[config.mk]
export PLATFORM = sky130hd
export DESIGN_NAME = decoder_2x4_stream
export DESIGN_NICKNAME = d
export VERILOG_FILES = /design/src/rtl/decoder_2x4_stream.sv
export SDC_FILE = /design/constraint.sdc
export NUM_CORES = 1
export LEC_CHECK = 0
export ABC_AREA = 1
export BUFFER_PORTS_ARGS = -buffer_cell sky130_fd_sc_hd__clkbuf_2
export CAP_MARGIN = 40
export CORE_MARGIN = 8
export CORE_UTILIZATION = 37
export DETAILED_ROUTE_END_ITERATION = 10
export PLACE_DENSITY = 0.59
export SETUP_SLACK_MARGIN = 0.02
export SYNTH_ARGS = -nofsm -noshare
export SYNTH_HDL_FRONTEND = slang
export SYNTH_SLANG_ARGS = --single-unit
[constraint.sdc]
create_clock -name clk -period 2.6 [get_ports clk]
set_clock_uncertainty 0.05 [all_clocks]
set_input_delay 0.13 -clock clk [delete_from_list [all_inputs] [get_ports clk]]
set_output_delay 0.13 -clock clk [all_outputs]
set_load 0.05 [all_outputs]
[src/rtl/decoder_2x4_stream.sv]
// decoder_2x4_stream
//   Streaming 2-to-4 binary-to-one-hot decoder. Incoming 2-bit codes are
//   queued in a 2-entry elastic buffer so that a single cycle of downstream
//   back-pressure does not stall the producer. The head entry is decoded to a
//   one-hot word. A saturating counter tracks how many words were delivered.
//
// Ports
//   clk        rising-edge clock
//   rst        asynchronous active-high reset
//   clear      synchronous flush of buffer and counter
//   in_code    2-bit code from producer
//   in_valid   in_code is valid
//   in_ready   block can accept in_code this cycle
//   out        one-hot word of the head entry (0000 when empty)
//   out_valid  out holds a decoded word
//   out_ready  consumer accepts out this cycle
//   count      number of words popped, saturating at 2^CNT_W-1
module decoder_2x4_stream #(
  parameter int unsigned CNT_W = 8
) (
  input  logic             clk,
  input  logic             rst,
  input  logic             clear,
  input  logic [1:0]       in_code,
  input  logic             in_valid,
  output logic             in_ready,
  output logic [3:0]       out,
  output logic             out_valid,
  input  logic             out_ready,
  output logic [CNT_W-1:0] count
);

  logic [1:0]       r_mem [2];
  logic             r_wr_ptr;
  logic             r_rd_ptr;
  logic [1:0]       r_occ;
  logic [CNT_W-1:0] r_count;

  logic             w_push;
  logic             w_pop;
  logic [1:0]       w_head;

  assign in_ready  = (r_occ != 2'd2) && !clear;
  assign out_valid = (r_occ != 2'd0);
  assign count     = r_count;

  // in_ready already excludes clear; pop is masked so a handshake seen
  // during the flush cycle is neither dequeued nor counted.
  assign w_push = in_valid && in_ready;
  assign w_pop  = out_valid && out_ready && !clear;
  assign w_head = r_mem[r_rd_ptr];

  // Decoded from the head register only; no path from in_code.
  always_comb begin
    out = '0;
    if (out_valid) begin
      case (w_head)
        2'b00:   out = 4'b0001;
        2'b01:   out = 4'b0010;
        2'b10:   out = 4'b0100;
        default: out = 4'b1000;
      endcase
    end
  end

  always_ff @(posedge clk or posedge rst) begin
    if (rst) begin
      r_mem[0] <= '0;
      r_mem[1] <= '0;
      r_wr_ptr <= 1'b0;
      r_rd_ptr <= 1'b0;
      r_occ    <= '0;
      r_count  <= '0;
    end else if (clear) begin
      r_wr_ptr <= 1'b0;
      r_rd_ptr <= 1'b0;
      r_occ    <= '0;
      r_count  <= '0;
    end else begin
      if (w_push) begin
        r_mem[r_wr_ptr] <= in_code;
        r_wr_ptr        <= ~r_wr_ptr;
      end
      if (w_pop) begin
        r_rd_ptr <= ~r_rd_ptr;
        if (r_count != '1) begin
          r_count <= r_count + 1'b1;
        end
      end
      case ({w_push, w_pop})
        2'b10:   r_occ <= r_occ + 2'd1;
        2'b01:   r_occ <= r_occ - 2'd1;
        default: r_occ <= r_occ;
      endcase
    end
  end

endmodule

; ---- Yosys cells after proc, flatten, opt, wreduce, memory -nomap -nowiden
; Index checks and enable logic that the tools add are counted.
[totals]
word_cells = 54
output_inout_bits = 14
ff_bits = 16
input_bits = 7
[classes]
magnitude_cmp = 3
mux = 17
n_eq_ne = 6
bitwise_logic = 5
reduce_logical = 14
addsub = 3
[op_table]
columns = cell, n
row1 = 2-to-1 mux 8 bit, 3
row2 = one-hot mux 4 bit (3 select lines), 1
row3 = 2-to-1 mux 2 bit, 5
row4 = "adder 8 x 1 -> 8 bit, second input constant", 1
row5 = "!= test 8 bit, second input constant", 1
row6 = nonzero test 2 bit, 4
row7 = logical AND 1 bit, 5
row8 = bitwise mux 4 bit, 1
row9 = "equality test 2 x 1 -> 1 bit, second input constant", 2
row10 = "equality test 2 bit, second input constant", 2
row11 = "greater-or-equal comparator 2 bit, second input constant", 2
row12 = 2-to-1 mux 1 bit, 4
row13 = 2-to-1 mux 4 bit, 1
row14 = inverter 1 -> 2 bit, 2
row15 = one-hot mux 2 bit (2 select lines), 1
row16 = AND reduction 2 bit, 2
row17 = inverter 1 bit, 3
row18 = nonzero test 3 bit, 1
row19 = "adder 2 x 1 -> 2 bit, second input constant", 1
row20 = demux 2 bit (select 1 bit), 1
row21 = zero test 2 bit, 1
row22 = "less-than comparator 2 x 1 -> 1 bit, second input constant", 1
row23 = "!= test 2 bit, second input constant", 1
row24 = "subtractor 2 x 1 -> 2 bit, second input constant", 1
row25 = zero test 1 bit, 1

; ---- Depth between registers and ports, before layout
[logic_depth]
word_depth = 7
ltp_mapped = 8
ltp_nobuf = 8

; ---- Worst setup path before layout
; OpenSTA, ideal clock, no wires.
[synth_timing]
kind = register to output
startpoint = reg r_occ[0]
endpoint = out out[0]
required_time_ps = 2420
path_stages_with_launch = 5
n_path_buf = 0
arrival_time_ps = 1686
slack_ps = 734
path_cell_list = dfrtp_1 > inv_1 > nand2_1 > nand3_1 > nor2_1
[synth_between]
elab_chain_len = 2
[synth_rtl]
columns = element, line_no
row1 = start: declaration, 36  ; logic [1:0] r_occ;
row2 = start signal: assignment, 91  ; 2'b10: r_occ <= r_occ + 2'd1;
row3 = start signal: assignment, 92  ; 2'b01: r_occ <= r_occ - 2'd1;
row4 = start signal: assignment, 93  ; default: r_occ <= r_occ;
row5 = nonzero test 2 bit, 44  ; assign out_valid = (r_occ != 2'd0);
row6 = named net out_valid, 28  ; output logic out_valid,
row7 = 2-to-1 mux 4 bit, 56  ; if (out_valid) begin
row8 = end: declaration, 27  ; output logic [3:0] out,
; The timed path passes the listed nets, and every way through them passes these cells.

; ---- Worst setup path in the final report
[layout_timing]
startpoint = reg r_rd_ptr
endpoint = out out[1]
[layout_between]
elab_chain_len = 7
word_cells_on_any_way = 9
cone_classes = eq/ne (2) / mux (5) / bitwise (1) / reduce/logical (1)
[layout_rtl]
columns = element, line_no
row1 = start: declaration, 35  ; logic r_rd_ptr;
row2 = start signal: assignment, 85  ; r_rd_ptr <= ~r_rd_ptr;
row3 = inverter 1 -> 2 bit (not written as such) (*), 51  ; assign w_head = r_mem[r_rd_ptr];
row4 = 2-to-1 mux 2 bit (not written as such) (*) (3 in a row), 51
row5 = equality test 2 bit (tied with other cells), 57  ; case (w_head)
row6 = one-hot mux 4 bit (3 select lines) (*), 57
row7 = 2-to-1 mux 4 bit (*), 56
; Every way passes the cells marked *; elsewhere a longest branch is shown, timed or not. The select of a mux whose other input is x is not followed.

==> results <==
- The startpoint type of the worst setup path is a flop.
- The die width is ~66 um.
- After detailed routing, the average wire length per cell comes to between 10 and 15 um.
- The number of nets handed over by synthesis was between 100 and 150.
- The final worst setup slack is 0.947 ns.
- TritonCTS built the clock tree.
- Dividing the detail-routed via count by the number of cells gives approximately 4.7.
- After synthesis, flip-flops and latches occupy 43.0% of the total area.
- The tightest hold path in the finished design has a slack of 0.0331 ns.
- Registers take about 400 um2.
- In this run the worst path has a maximum fanout of 4.
- The number of inserted filler cells in the final layout is between 200 and 300.
- Buffers inserted to repair hold after CTS numbered 2.
- The critical path goes through o21ai_0 -> inv_1 -> nor2_1 -> clkbuf_2.
- The number of port buffers is 20.
- The residual antenna-violating net count after detailed routing is 0.
- The first global-routing pass estimated about 3800 um of wire.
- Setup repair after global routing left no endpoint under its margin.
- The slowest stage cell on the critical path is sky130_fd_sc_hd__dfrtp_1.
- Summed over all cells, the static leakage comes to roughly 0.57 nW.
- The post-CTS setup-driven buffer insertion count is 0.
- The clock period minus final worst setup slack is 1.65 ns.
- In the routed design, unresolved DRC markers number 0.
- The initial utilization of the core area, before any placement, comes to 38.3%.
- The residual overflow from global routing is 0.
- The worst setup path is captured at a primary output.
- The level count of the clock H-tree is 1.
- The area share of the leading cell type in the synthesized netlist is 43.0%.
- The largest net degree at the start of global routing is 17.
- The root cell of the clock tree is sky130_fd_sc_hd__clkbuf_4.
- The path length in cells of the critical path is 4.
- In this run the worst hold path is classified as in2reg.
- The run finished with clean final reports.
- Compared with the post-synthesis result, the final layout area differs by 17.7%.
- For this design the ratio of total power to cell area is approximately 820 mW/mm2.
- The delay contributed by the slowest stage of the critical path is ~0.42 ns.
- The DRC marker count from the first detailed-route iteration is between 50 and 60.
- STA puts the critical path data required time at 2.42 ns.
- The floorplan step set the die height to around 66 um.
- In this run the deepest clock path goes through 2 buffers.
- After clock tree synthesis, the clock-pin slew on the worst setup and hold paths is 0.09 ns.
- The multi-input gate area in the final layout is 460 um2.
- The critical path class is reg2out.
- By area the synthesized netlist is led by sky130_fd_sc_hd__dfrtp_1 (43%), sky130_fd_sc_hd__nand2_1 (19%), sky130_fd_sc_hd__nand3_1 (9.7%), sky130_fd_sc_hd__inv_1 (5.6%), sky130_fd_sc_hd__o21ai_0 (3.8%).
- The library cells used most frequently in the layout, excluding fill and tap cells, are sky130_fd_sc_hd__nand2_1 (48), sky130_fd_sc_hd__clkbuf_2 (20), sky130_fd_sc_hd__nand3_1 (18), sky130_fd_sc_hd__dfrtp_1 (16), sky130_fd_sc_hd__inv_1 (14).
- The setup-violating endpoint count in the final report is 0.
- The final layout net count is between 150 and 200.
- The flip-flop and latch count after synthesis is 16.
- The floorplan step defined a core boundary enclosing 0.00243 mm2.
- The largest total area in the synthesized netlist belongs to sky130_fd_sc_hd__dfrtp_1.
- The initial antenna violation count is 0.
- The count of different cell masters after synthesis is 20.
- The routed layout has approximately 870 vias.
- Leaving out filler cells and counting taps, the final layout contains approximately 180.
- The placement row count is 18.
- Leaving out fill and tap cells, the most frequent cell in the layout is sky130_fd_sc_hd__nand2_1.
- The worst supply voltage drop on vdd is between 0.4 and 0.5 mV.
- Together, buffers and inverters on the worst path number 2.
- After technology mapping, the gate count stands at 130.
- Of the available clock period, the critical path in the final layout requires a little under two thirds.
- Timing would allow up to slightly above 0.6 GHz.
- The share of final-layout standard cells stronger than drive strength 1 is between 20 and 25%.
- The count of final max-slew check failures is 0.
- The number of antenna diodes in the final layout is 0.
- The post-detailed-routing wire length is a little over 2000 um.
- The number of iterations in the first detailed-routing pass is 4.
- The die covers 0.00438 mm2.
- The number of sinks driven by the clock tree is 16.
- The number of hold violations in the final report is 0.
- The worst hold path cell count is 3.
- The number of I/O pins is 21.
- The total clock buffers created by CTS is 3.
- The clock insertion delay at the later pin of the skew report is roughly 0.28 ns.
- The relative max-transition margin is about three fifths.
- The mean area per synthesized cell is ~7.2 um2.
- The routability congestion estimate from global placement is about 0.76.
- The final sum of negative setup slack is 0 ns.
- For this run, the total global-route usage over all layers was measured as around 11%.
- The transition at the pin with the smallest max-transition slack is ~0.63 ns.
- The cell family with the largest share of critical-path delay is flip-flops.
- Counting tap cells, the placed design contains a total of ~180 instances.
- The max-capacitance violation count is 0.
- The number of global-route vias before repair came to 830.
- In this run, post-CTS repair resized a total of 0 instances.
- The synthesis warning total is 0.
- The wire-length estimate of the detail-placed layout is about 1600 um.
- The worst reg-to-reg path cell count is 6.
- Prior to clock tree synthesis, the placed netlist has a worst setup slack of 1.17 ns.
- Data arrives at the worst endpoint at approximately 1.5 ns.
- The post-synthesis instance area is approximately 930 um2.
metal layers:
layer	track usage (%)	wire, um	vias up	share of wire [%]
met5	0	0	-	0
met4	3.20	15	0	0.72
met3	4.58	119	2	5.7
li1	-	-	469	-
met1	13.2	967	380	47
met2	17.9	968	16	47
cells in the mapped netlist:
| cell | n |
|---|---|
| sky130_fd_sc_hd__inv_1 | 14 |
| sky130_fd_sc_hd__inv_2 | 1 |
| sky130_fd_sc_hd__a21oi_1 | 1 |
| sky130_fd_sc_hd__nand3_1 | 18 |
| sky130_fd_sc_hd__nand2_1 | 48 |
| sky130_fd_sc_hd__o21ai_2 | 3 |
| sky130_fd_sc_hd__xor2_1 | 1 |
| sky130_fd_sc_hd__nand3_2 | 1 |
| sky130_fd_sc_hd__nand2_4 | 1 |
| sky130_fd_sc_hd__dfrtp_1 | 16 |
| sky130_fd_sc_hd__nand4_1 | 2 |
| sky130_fd_sc_hd__o21ai_0 | 7 |
| sky130_fd_sc_hd__nor2_2 | 1 |
| sky130_fd_sc_hd__nand2_2 | 1 |
| sky130_fd_sc_hd__nor3_1 | 1 |
| sky130_fd_sc_hd__buf_8 | 1 |
| sky130_fd_sc_hd__o21bai_1 | 1 |
| sky130_fd_sc_hd__o21ai_1 | 2 |
| sky130_fd_sc_hd__nor2_1 | 9 |
| sky130_fd_sc_hd__ha_1 | 1 |
worst paths after layout:
kind / startpoint / end / slack [ns]
min in group asynchronous: rst / r_mem[1]$_DFFE_PP0P_ / 0.39
max in group asynchronous: rst / count[3]$_DFFE_PP0P_ / 1.70
worst max-delay path: r_rd_ptr$_DFFE_PP0P_ / out[1] / 0.95
worst min-delay path: in_code[1] / r_mem[1]$_DFFE_PP0P_ / 0.03
worst min register to register: r_mem[3]$_DFFE_PP0P_ / r_mem[3]$_DFFE_PP0P_ / 0.43
worst max register to register: count[0]$_DFFE_PP0P_ / count[6]$_DFFE_PP0P_ / 1.18
cells by family after synthesis:
logic type / Yosys count / synth area share [%]
xor+xnor: 1 / 0.940
buf+inv: 16 / 7.65
compound gates: 14 / 8.99
simple gates: 82 / 38.1
flops: 16 / 43.0
fa+ha+maj: 1 / 1.34
stage by stage:
step	power (mW)	util [%]	cell area (um2)
after floorplan	0.685	-	932
after global placement	0.766	43.4	1050
after detailed placement	0.773	43.4	1050
after CTS	0.913	45.1	1100
after global routing	0.976	45.1	1100
final	0.898	45.1	1100
power breakdown:
group | leakage (nW) | internal, mW | switching [mW]
clock | 0.0138 | 0.0538 | 0.0780
sequential | 0.213 | 0.303 | 0.0382
combinational | 0.348 | 0.0988 | 0.326
state kept, by name, summed over array words and instances, names as in the netlist:
| register | flops |
|---|---|
| count | 8 |
| r_mem | 4 |
| r_occ | 2 |
| r_rd_ptr | 1 |
| r_wr_ptr | 1 |
layout make-up:
class,count,area share (%)
tap,30,3.42
inverter,15,5.13
multi-input combinational,98,42.0
sequential,16,36.5
clock buffer,3,2.05
timing repair buffer,22,10.9
worst register-to-register path, stage by stage, from the launching register on:
cell and delay, ns:
sky130_fd_sc_hd__dfrtp_1 0.42, sky130_fd_sc_hd__ha_1 0.24, sky130_fd_sc_hd__nand3_2 0.11, sky130_fd_sc_hd__nor2_2 0.13
sky130_fd_sc_hd__nand2_2 0.10, sky130_fd_sc_hd__nand2_4 0.17, sky130_fd_sc_hd__o21ai_0 0.11
Note: power is estimated with default switching activity, not from simulation.
